**config.mk**
```make
export PLATFORM = sky130hd
export DESIGN_NAME = pwm_multi
export DESIGN_NICKNAME = d
export VERILOG_FILES = /design/src/rtl/pwm_multi.sv
export SDC_FILE = /design/constraint.sdc
export NUM_CORES = 1
export LEC_CHECK = 0
export CORE_MARGIN = 2
export CORE_UTILIZATION = 50
export DETAILED_ROUTE_END_ITERATION = 10
export PLACE_DENSITY = 0.68
export SYNTH_ARGS = -nofsm -noshare
export SYNTH_HDL_FRONTEND = slang
export SYNTH_SLANG_ARGS = --single-unit
```
**constraint.sdc**
```tcl
create_clock -name i_clk -period 3.4 [get_ports i_clk]
set_input_delay 0.51 -clock i_clk [delete_from_list [all_inputs] [get_ports i_clk]]
set_output_delay 0.51 -clock i_clk [all_outputs]
set_load 0.02 [all_outputs]
```
**src/rtl/pwm_multi.sv**
```systemverilog
// pwm_multi: multi-channel PWM generator sharing one period counter.
//
// Optional feature macro: PWM_MULTI_CENTER_EN
//   defined   -> edge- and center-aligned modes, selected by i_mode
//   undefined -> edge-aligned only; i_mode ignored, o_dir_down tied 0
//
// Ports
//   i_clk            sole clock, rising edge
//   i_rst            synchronous active-high reset
//   i_top            period top value (staged)
//   i_mode           0 = edge, 1 = center (staged together with i_top)
//   i_top_valid      write strobe for i_top / i_mode
//   i_compare        compare value, RESOLUTION+1 bits so that top+1 gives 100 %
//   i_compare_ch     channel addressed by the compare write
//   i_compare_valid  write strobe for i_compare
//   o_pwm            PWM outputs, bit n = channel n (combinational from flops)
//   o_cycle_end      one-cycle pulse in the first cycle of each new period
//   o_dir_down       counting direction, 1 = down (center mode only)
//
// Handshake: each *_valid is a single-cycle write strobe with no ready;
// a write is taken on every rising edge where the strobe is high and
// reset is low. Writes land in staging registers; active registers copy
// staging (including a write in the same cycle) only at a reload event.
module pwm_multi #(
  parameter int RESOLUTION = 8,
  parameter int CHANNELS   = 4,
  localparam int CH_BITS   = (CHANNELS > 1) ? $clog2(CHANNELS) : 1
) (
  input  logic                  i_clk,
  input  logic                  i_rst,
  input  logic [RESOLUTION-1:0] i_top,
  input  logic                  i_mode,
  input  logic                  i_top_valid,
  input  logic [RESOLUTION:0]   i_compare,
  input  logic [CH_BITS-1:0]    i_compare_ch,
  input  logic                  i_compare_valid,
  output logic [CHANNELS-1:0]   o_pwm,
  output logic                  o_cycle_end,
  output logic                  o_dir_down
);

  logic [RESOLUTION-1:0] cnt_q, cnt_d;
  logic [RESOLUTION-1:0] top_stg_q, top_stg_d;
  logic [RESOLUTION-1:0] top_act_q, top_act_d;
  logic [RESOLUTION:0]   cmp_stg_q [CHANNELS];
  logic [RESOLUTION:0]   cmp_stg_d [CHANNELS];
  logic [RESOLUTION:0]   cmp_act_q [CHANNELS];
  logic [RESOLUTION:0]   cmp_act_d [CHANNELS];
  logic                  cyc_end_q, cyc_end_d;
  logic                  reload;

`ifdef PWM_MULTI_CENTER_EN
  typedef enum logic {ST_UP = 1'b0, ST_DOWN = 1'b1} state_t;
  state_t state_q, state_d;
  logic   mode_stg_q, mode_stg_d;
  logic   mode_act_q, mode_act_d;
`else
  logic   unused_mode;
  assign unused_mode = i_mode;
`endif

  always_comb begin
    top_stg_d = top_stg_q;
    top_act_d = top_act_q;
    cmp_stg_d = cmp_stg_q;
    cmp_act_d = cmp_act_q;
    cnt_d     = cnt_q;
    reload    = 1'b0;
    if (i_top_valid) top_stg_d = i_top;
    // Out-of-range channel numbers match no n and are dropped.
    for (int n = 0; n < CHANNELS; n++) begin
      if (i_compare_valid && (i_compare_ch == CH_BITS'(n))) cmp_stg_d[n] = i_compare;
    end

`ifdef PWM_MULTI_CENTER_EN
    mode_stg_d = mode_stg_q;
    mode_act_d = mode_act_q;
    state_d    = state_q;
    if (i_top_valid) mode_stg_d = i_mode;

    if (top_act_q == '0) begin
      reload  = 1'b1;
      cnt_d   = '0;
      state_d = ST_UP;
    end else if (mode_act_q) begin
      if (state_q == ST_UP) begin
        if (cnt_q < top_act_q) begin
          cnt_d = cnt_q + 1'b1;
        end else begin
          state_d = ST_DOWN;
          cnt_d   = top_act_q - 1'b1;
        end
      end else begin
        if (cnt_q > RESOLUTION'(1)) begin
          cnt_d = cnt_q - 1'b1;
        end else begin
          reload  = 1'b1;
          state_d = ST_UP;
          cnt_d   = '0;
        end
      end
    end else begin
      state_d = ST_UP;
      if (cnt_q >= top_act_q) begin
        reload = 1'b1;
        cnt_d  = '0;
      end else begin
        cnt_d = cnt_q + 1'b1;
      end
    end
    if (reload) mode_act_d = mode_stg_d;
`else
    // top == 0 falls out naturally: counter 0 >= top reloads every cycle.
    if (cnt_q >= top_act_q) begin
      reload = 1'b1;
      cnt_d  = '0;
    end else begin
      cnt_d = cnt_q + 1'b1;
    end
`endif

    if (reload) begin
      top_act_d = top_stg_d;
      cmp_act_d = cmp_stg_d;
    end
    cyc_end_d = reload;
  end

  always_ff @(posedge i_clk) begin
    if (i_rst) begin
      cnt_q     <= '0;
      top_stg_q <= '0;
      top_act_q <= '0;
      cyc_end_q <= 1'b0;
      for (int n = 0; n < CHANNELS; n++) begin
        cmp_stg_q[n] <= '0;
        cmp_act_q[n] <= '0;
      end
`ifdef PWM_MULTI_CENTER_EN
      state_q    <= ST_UP;
      mode_stg_q <= 1'b0;
      mode_act_q <= 1'b0;
`endif
    end else begin
      cnt_q     <= cnt_d;
      top_stg_q <= top_stg_d;
      top_act_q <= top_act_d;
      cyc_end_q <= cyc_end_d;
      for (int n = 0; n < CHANNELS; n++) begin
        cmp_stg_q[n] <= cmp_stg_d[n];
        cmp_act_q[n] <= cmp_act_d[n];
      end
`ifdef PWM_MULTI_CENTER_EN
      state_q    <= state_d;
      mode_stg_q <= mode_stg_d;
      mode_act_q <= mode_act_d;
`endif
    end
  end

  // Comparison is RESOLUTION+1 bits so a compare of top+1 (or more) is 100 %.
  always_comb begin
    o_pwm = '0;
    for (int n = 0; n < CHANNELS; n++) begin
      o_pwm[n] = ({1'b0, cnt_q} < cmp_act_q[n]);
    end
  end

  assign o_cycle_end = cyc_end_q;
`ifdef PWM_MULTI_CENTER_EN
  assign o_dir_down = (state_q == ST_DOWN);
`else
  assign o_dir_down = 1'b0;
`endif

endmodule

```
==> metrics.yaml <==
finish:
  layout-area-overhead-vs-synth_pct: 12.8
  layoutNonFillerInstCount: 591
  design_area_mm2: 0.00476
  multi_input_area_mm2: 0.00203
  antenna_cells: 0
  seq_area_mm2: 0.00194
  nNetsFinal: 542
  drive_gt1_share_pct: 6.38
  nFillCells: 753
worst_setup_path:
  arrival_ns: 2.65
  slowest_stage: "clkdlybuf4s50_1"
  crit_type: "register to output port"
  worst-path-max-fanout: 7
  critPathMaxStageDelay_ns: 0.66
  r2r_cells: 8
  reg2reg_slack_ns: 0.69
  cp_cell_sequence: "ha_1, a21oi_1, nor2b_1, o21ai_0, o21ai_0, o31ai_1, clkdlybuf4s50_1"
  crit_start: "cnt_q[4]"
  critPathRequiredTime_ns: 2.89
  r2r_start: "cnt_q[0]"
  regToRegEndpoint: "cmp_act_q[14]"
  cp-endpoint: "o_pwm[3]"
  cpMostUsedCell: "o21ai_0"
  startpoint_type: "register"
  cp-end-kind: "output port"
timing:
  worst_pin_slew_ns: 0.662
  setup_viol: 0
  fin_crit_sh_pct: 93.0
  max-slew-margin-rel_pct: 55.7
  fin_crit_ns: 3.16
  finClkSkew_ns: 0.00974
  finalSetupTns_ns: 0
  whs_ns: 0.465
  max_freq_ghz: 0.316
  finalHoldViolCount: 0
  rsz0062_at_grt: "no"
  slew_violations: 0
routing:
  totalWireLength_um: 9100
  dr_total_vias: 3181
  drt_iter0_markers: 207
  drc: 0
  ant_nets: 0
  dr.pass1.iters: 4
  post_drt_wl_per_cell_um: 15.4
  vias_per_cell: 5.38
logic_synthesis:
  yosysWarningCount: 0
  async_flop_share_pct: 0
  synth-seq-cells: 97
  yosysUniqueCellTypes: 37
  synth_ff_type: "dfxtp_1"
  synth_area_per_cell_um2: 9.17
  synthCells: 460
  synth_edf_count: 0
  synth.yosys.seq_area_share_pct: 46.1
  synth_area_mm2: 0.00422
  syn-num-nets: 521
clocking:
  path_clk_slew_ns: 0.09
  post_cts_buffers: 0
  cts_resized: 0
  clk_path_buf_depth: 2
  cts_root_buf: "clkbuf_8"
  clk_latency_ns: 0.35
  cts_tree: "done"
  cts_sinks: 97
  htreeDepth: 3
  postCtsHoldBufs: 0
  cts_buffers: 9
global_route:
  grt_pass1_wl_um: 15100
  grt_usage_pct: 21.7
  grt_pass1_vias: 3127
  grt_antenna_before_repair: 0
  grt_max_degree: 46
  grt_overflow: 0
job:
  maxCapViolations: 0
placed_design:
  dp_hpwl_um: 6080
  port_buffers: 27
  place_area_mm2: 0.00455
  placed_cells: 575
  place_congestion: 0.765
power:
  p_leak_nw: 1.87
  power_density_mw_per_mm2: 707
  irDropWorstVdd_v: 0.000508
outcome:
  status: "finished clean"
floorplan:
  die_w_um: 95.8
  core-area_mm2: 0.00818
  die_area_mm2: 0.00918
  ios: 30
  std_cell_rows: 33
  initial_core_util_pct: 51.6
  die_h_um: 95.8
hold_path:
  hp-class: "register to register"
[worst min-delay path by stage]
stage                  startpoint  cells past startpoint  slack [ns]       endpoint
floorplan            cmp_stg_q[0]                      2        0.44   cmp_stg_q[0]
global placement    cmp_stg_q[34]                      2        0.45  cmp_stg_q[34]
detailed placement  cmp_stg_q[19]                      2        0.46  cmp_stg_q[19]
CTS                 cmp_stg_q[19]                      2        0.47  cmp_stg_q[19]
global route         cmp_stg_q[7]                      2        0.48   cmp_stg_q[7]
finish              cmp_stg_q[19]                      2        0.46  cmp_stg_q[19]
[where the power goes]
part | internal (mW) | total (mW) | switching [mW]
Sequential | 1.27 | 1.36 | 0.0912
Clock | 0.381 | 0.770 | 0.389
Combinational | 0.505 | 1.23 | 0.725
Total | 2.16 | 3.36 | 1.20
[kinds of logic after synthesis]
logic type,share of synthesized area (%)
mux,2.17
compound gates,18.7
other cells,0.0889
fa+ha+maj,11.0
flops,46.1
simple gates,15.0
buf+inv,5.79
xor+xnor,1.25
[synthesized netlist by cell type (2+ instances only)]
cell	count	area, um2
dfxtp_1	97	1940
nand2_1	76	285
a21oi_1	45	225
ha_1	37	463
a22o_1	36	315
inv_1	36	135
nor2_1	22	82.6
clkbuf_1	16	60.1
and3_1	9	56.3
o21ai_0	9	45.0
mux2i_1	8	80.1
a221o_1	7	70.1
nor3_1	7	35.0
nor2b_1	6	37.5
a21o_1	5	37.5
nand2b_1	5	31.3
nand3_1	5	25.0
nand4_1	4	25.0
o31ai_1	4	30.0
buf_2	3	15.0
xnor2_1	3	26.3
xor2_1	3	26.3
buf_6	2	22.5
or2_2	2	12.5
[state kept, by name, summed over array words and instances, names as in the netlist]
name,flops
top_act_q,8
cmp_act_q,36
cnt_q,8
top_stg_q,8
o_cycle_end,1
cmp_stg_q,36
[critical path: cells and delay by family, from the launching register on]
kind                     cells  cell delay [ns]
buffers and inverters        1             0.66
adder cells (fa/ha/maj)      1             0.33
AO/OA/AOI/OAI                4             0.66
AND/OR/NAND/NOR              1             0.05
flip-flops                   1             0.59
[layout make-up]
cell class / count / share of cell area (%)
Timing Repair Buffer: 33 / 6.52
Inverter: 36 / 2.84
Clock buffer: 12 / 3.26
Tap cell: 105 / 2.76
Clock inverter: 4 / 1.08
Multi-Input combinational cell: 304 / 42.7
Sequential cell: 97 / 40.8
[metrics by stage]
| stage | total power, mW | setup slack [ns] | util (%) |
|---|---|---|---|
| floorplan | 2.25 | 1.20 | - |
| global placement | 2.60 | 0.635 | 55.6 |
| detailed placement | 2.62 | 0.625 | 55.6 |
| CTS | 3.39 | 0.225 | 58.2 |
| global route | 3.56 | 0.0900 | 58.2 |
| finish | 3.36 | 0.240 | 58.2 |
[layer usage]
| layer | up-vias | GRT usage [%] | routed length [um] |
|---|---|---|---|
| li1 | 1620 | - | - |
| met4 | 0 | 5.48 | 114 |
| met2 | 50 | 38.8 | 4210 |
| met3 | 7 | 4.46 | 348 |
| met1 | 1504 | 26.6 | 4420 |
| met5 | - | 0 | 0 |
[cells in the final DEF, fill, tap and decap left out, types with 2 or more instances in the layout]
cell	n
dfxtp_1	97
nand2_1	76
a21oi_1	45
ha_1	37
inv_1	36
a22o_1	36
clkdlybuf4s50_1	26
nor2_1	22
clkbuf_8	11
o21ai_0	9
and3_1	9
mux2i_1	8
nor3_1	7
a221o_1	7
nor2b_1	6
buf_4	6
nand2b_1	5
a21o_1	5
nand3_1	5
nand4_1	4
o31ai_1	4
xnor2_1	3
xor2_1	3
or2_2	2
(Power assumes the default switching activity.)
==> patch, RTL diff (same flow settings) <==
The option `PWM_MULTI_CENTER_EN` is turned on by a define.
--- a/src/rtl/pwm_multi.sv
+++ b/src/rtl/pwm_multi.sv
@@ -22,4 +22,6 @@
 // reset is low. Writes land in staging registers; active registers copy
 // staging (including a write in the same cycle) only at a reload event.
+`define PWM_MULTI_CENTER_EN
+
 module pwm_multi #(
   parameter int RESOLUTION = 8,
Check against the original RTL: not equivalent (a bounded check fails within 4 cycles, from zero or initial values and one cycle with i_rst high).
==> patch against the unedited design <==
  * Sequential cell count increased by 3
  * Sequential share of layout area decreased by 3.6 points
  * Power increased by 36%
  * Die area increased by 12%
  * Setup slack improved by 0.028 ns
  * Routed wire length increased by 21%
  * Clock power increased by 2.7%
  * Final cell count increased by 13%
  * Synthesized area increased by 13%
  * Final area increased by 13%
  * Critical path type unchanged
  * Largest power group is now combinational logic
==> patch: results (changes against the unedited design) <==
Status: finished clean (unchanged)
Dpl hpwl: 7349 µm (was 6080 µm)
Post-synthesis cell count: 508 (was 460)
Cells after DPL: 649 (was 575)
Seq/Total Area, Yosys: 42.04% (was 46.05%)
Hold Crit Endpoint: cmp_stg_q[17] (was cmp_stg_q[19])
Synth top cells by count: dfxtp_1, a22o_1, nand2_1 (was dfxtp_1, nand2_1, a21oi_1)
Largest net degree at the start of global routing: 47 (was 46)
Global Route Usage Sum: 22.10% (was 21.72%)
RR Endpoint: cmp_act_q[8] (was cmp_act_q[14])
Final Wtd Congestion: 0.8333 (was 0.7645)
Clock Skew: 0.01445 ns (was 0.009738 ns)
Yosys warns: 0 (unchanged)
Port bufs: 29 (was 27)
CP Max Fanout: 10 (was 7)
Dpl cell area: 5166 µm² (was 4549 µm²)
Vias in the first global route: 3447 (was 3127)
Via count: 3708 (was 3181)
Hold Path Origin: cmp_stg_q[17] (was cmp_stg_q[19])
Filler instances: 843 (was 753)
Slew headroom: 53.40% (was 55.68%)
Final #Nets: 596 (was 542)
Synth cell types: 49 (was 37)
Global-route wire length before repair: 17640 µm (was 15060 µm)
Routed vias/inst: 5.576 (was 5.382)
Diode count: 0 (unchanged)
Share of layout cells above drive strength 1: 6.530% (was 6.379%)
Data arrival, critical path: 2.62 ns (was 2.65 ns)
Post-DR wirelength/cell: 16.57 µm (was 15.39 µm)
Reg-to-reg startpoint: cnt_q[5] (was cnt_q[0])
## patch: cell count changes after synthesis, sizes merged, moves of 6 or more
cell / unedited run / this run
nand2: 76 / 48
mux2i: 8 / 33
nor2: 22 / 44
a21oi: 46 / 29
a22o: 36 / 46
a21boi: 0 / 8
inv: 36 / 44
a221o: 7 / 1
## patch: area by class of cell
| class | count | area share (%) |
|---|---|---|
| Sequential cell | 100 | 37.25 |
| Inverter | 44 | 3.073 |
| Tap cell | 129 | 3.003 |
| Timing Repair Buffer | 35 | 6.240 |
| Clock inverter | 6 | 1.490 |
| Multi-Input combinational cell | 341 | 46.57 |
| Clock buffer | 10 | 2.375 |
## patch: kinds of logic after synthesis
group	after synthesis	synth area share, %
and+or+nand+nor	123	11.85
buffers and inverters	67	5.518
DFF	100	42.04
adders and majority gates	41	10.77
xor gates and xnor gates	15	2.759
muxes	33	6.936
AOI/OAI and AO/OA	129	20.13
## patch: how the worst max path moves through the flow
stage	slack (ns)	from	to
6_report	0.27	cnt_q[1]	o_pwm[0]
3_5_place_dp	0.69	cnt_q[5]	o_pwm[1]
4_1_cts	0.26	cnt_q[1]	o_pwm[0]
2_1_floorplan	1.20	cnt_q[1]	cmp_act_q[18]
3_3_place_gp	0.72	cnt_q[1]	o_pwm[3]
5_1_grt	0.09	cnt_q[1]	o_pwm[3]
## patch: per-stage QoR
stage / hold WS [ns] / setup slack [ns] / utilization, %
6_report: 0.4652 / 0.2673 / 58.16
3_5_place_dp: 0.4515 / 0.6867 / 55.91
4_1_cts: 0.4648 / 0.2630 / 58.16
2_1_floorplan: 0.4372 / 1.201 / -
3_3_place_gp: 0.4476 / 0.7155 / 55.91
5_1_grt: 0.4864 / 0.09314 / 58.16
## patch: where the power goes
part | switching [mW] | total, mW | internal [mW]
combinational | 1.33 | 2.26 | 0.928
clock | 0.434 | 0.791 | 0.356
sequential | 0.184 | 1.52 | 1.34
total | 1.95 | 4.57 | 2.62
## patch: critical path, stage by stage (launching register included)
cell	delay, ns
dfxtp_1	0.63
ha_1	0.31
a21boi_0	0.12
o21ai_0	0.16
a21boi_0	0.10
o2111ai_1	0.19
a211o_1	0.16
clkdlybuf4s50_1	0.60
## patch: metal layers
metal  vias up  part of all wire (%)  track usage [%]  routed length [µm]
li1       1846                     -                -                   -
met1      1773                    47            29.67                5218
met2        80                    47            37.50                5229
met3         9                   4.4            3.727                 484
met4         0                  0.78            4.574                  86
met5         -                     0                0                   0
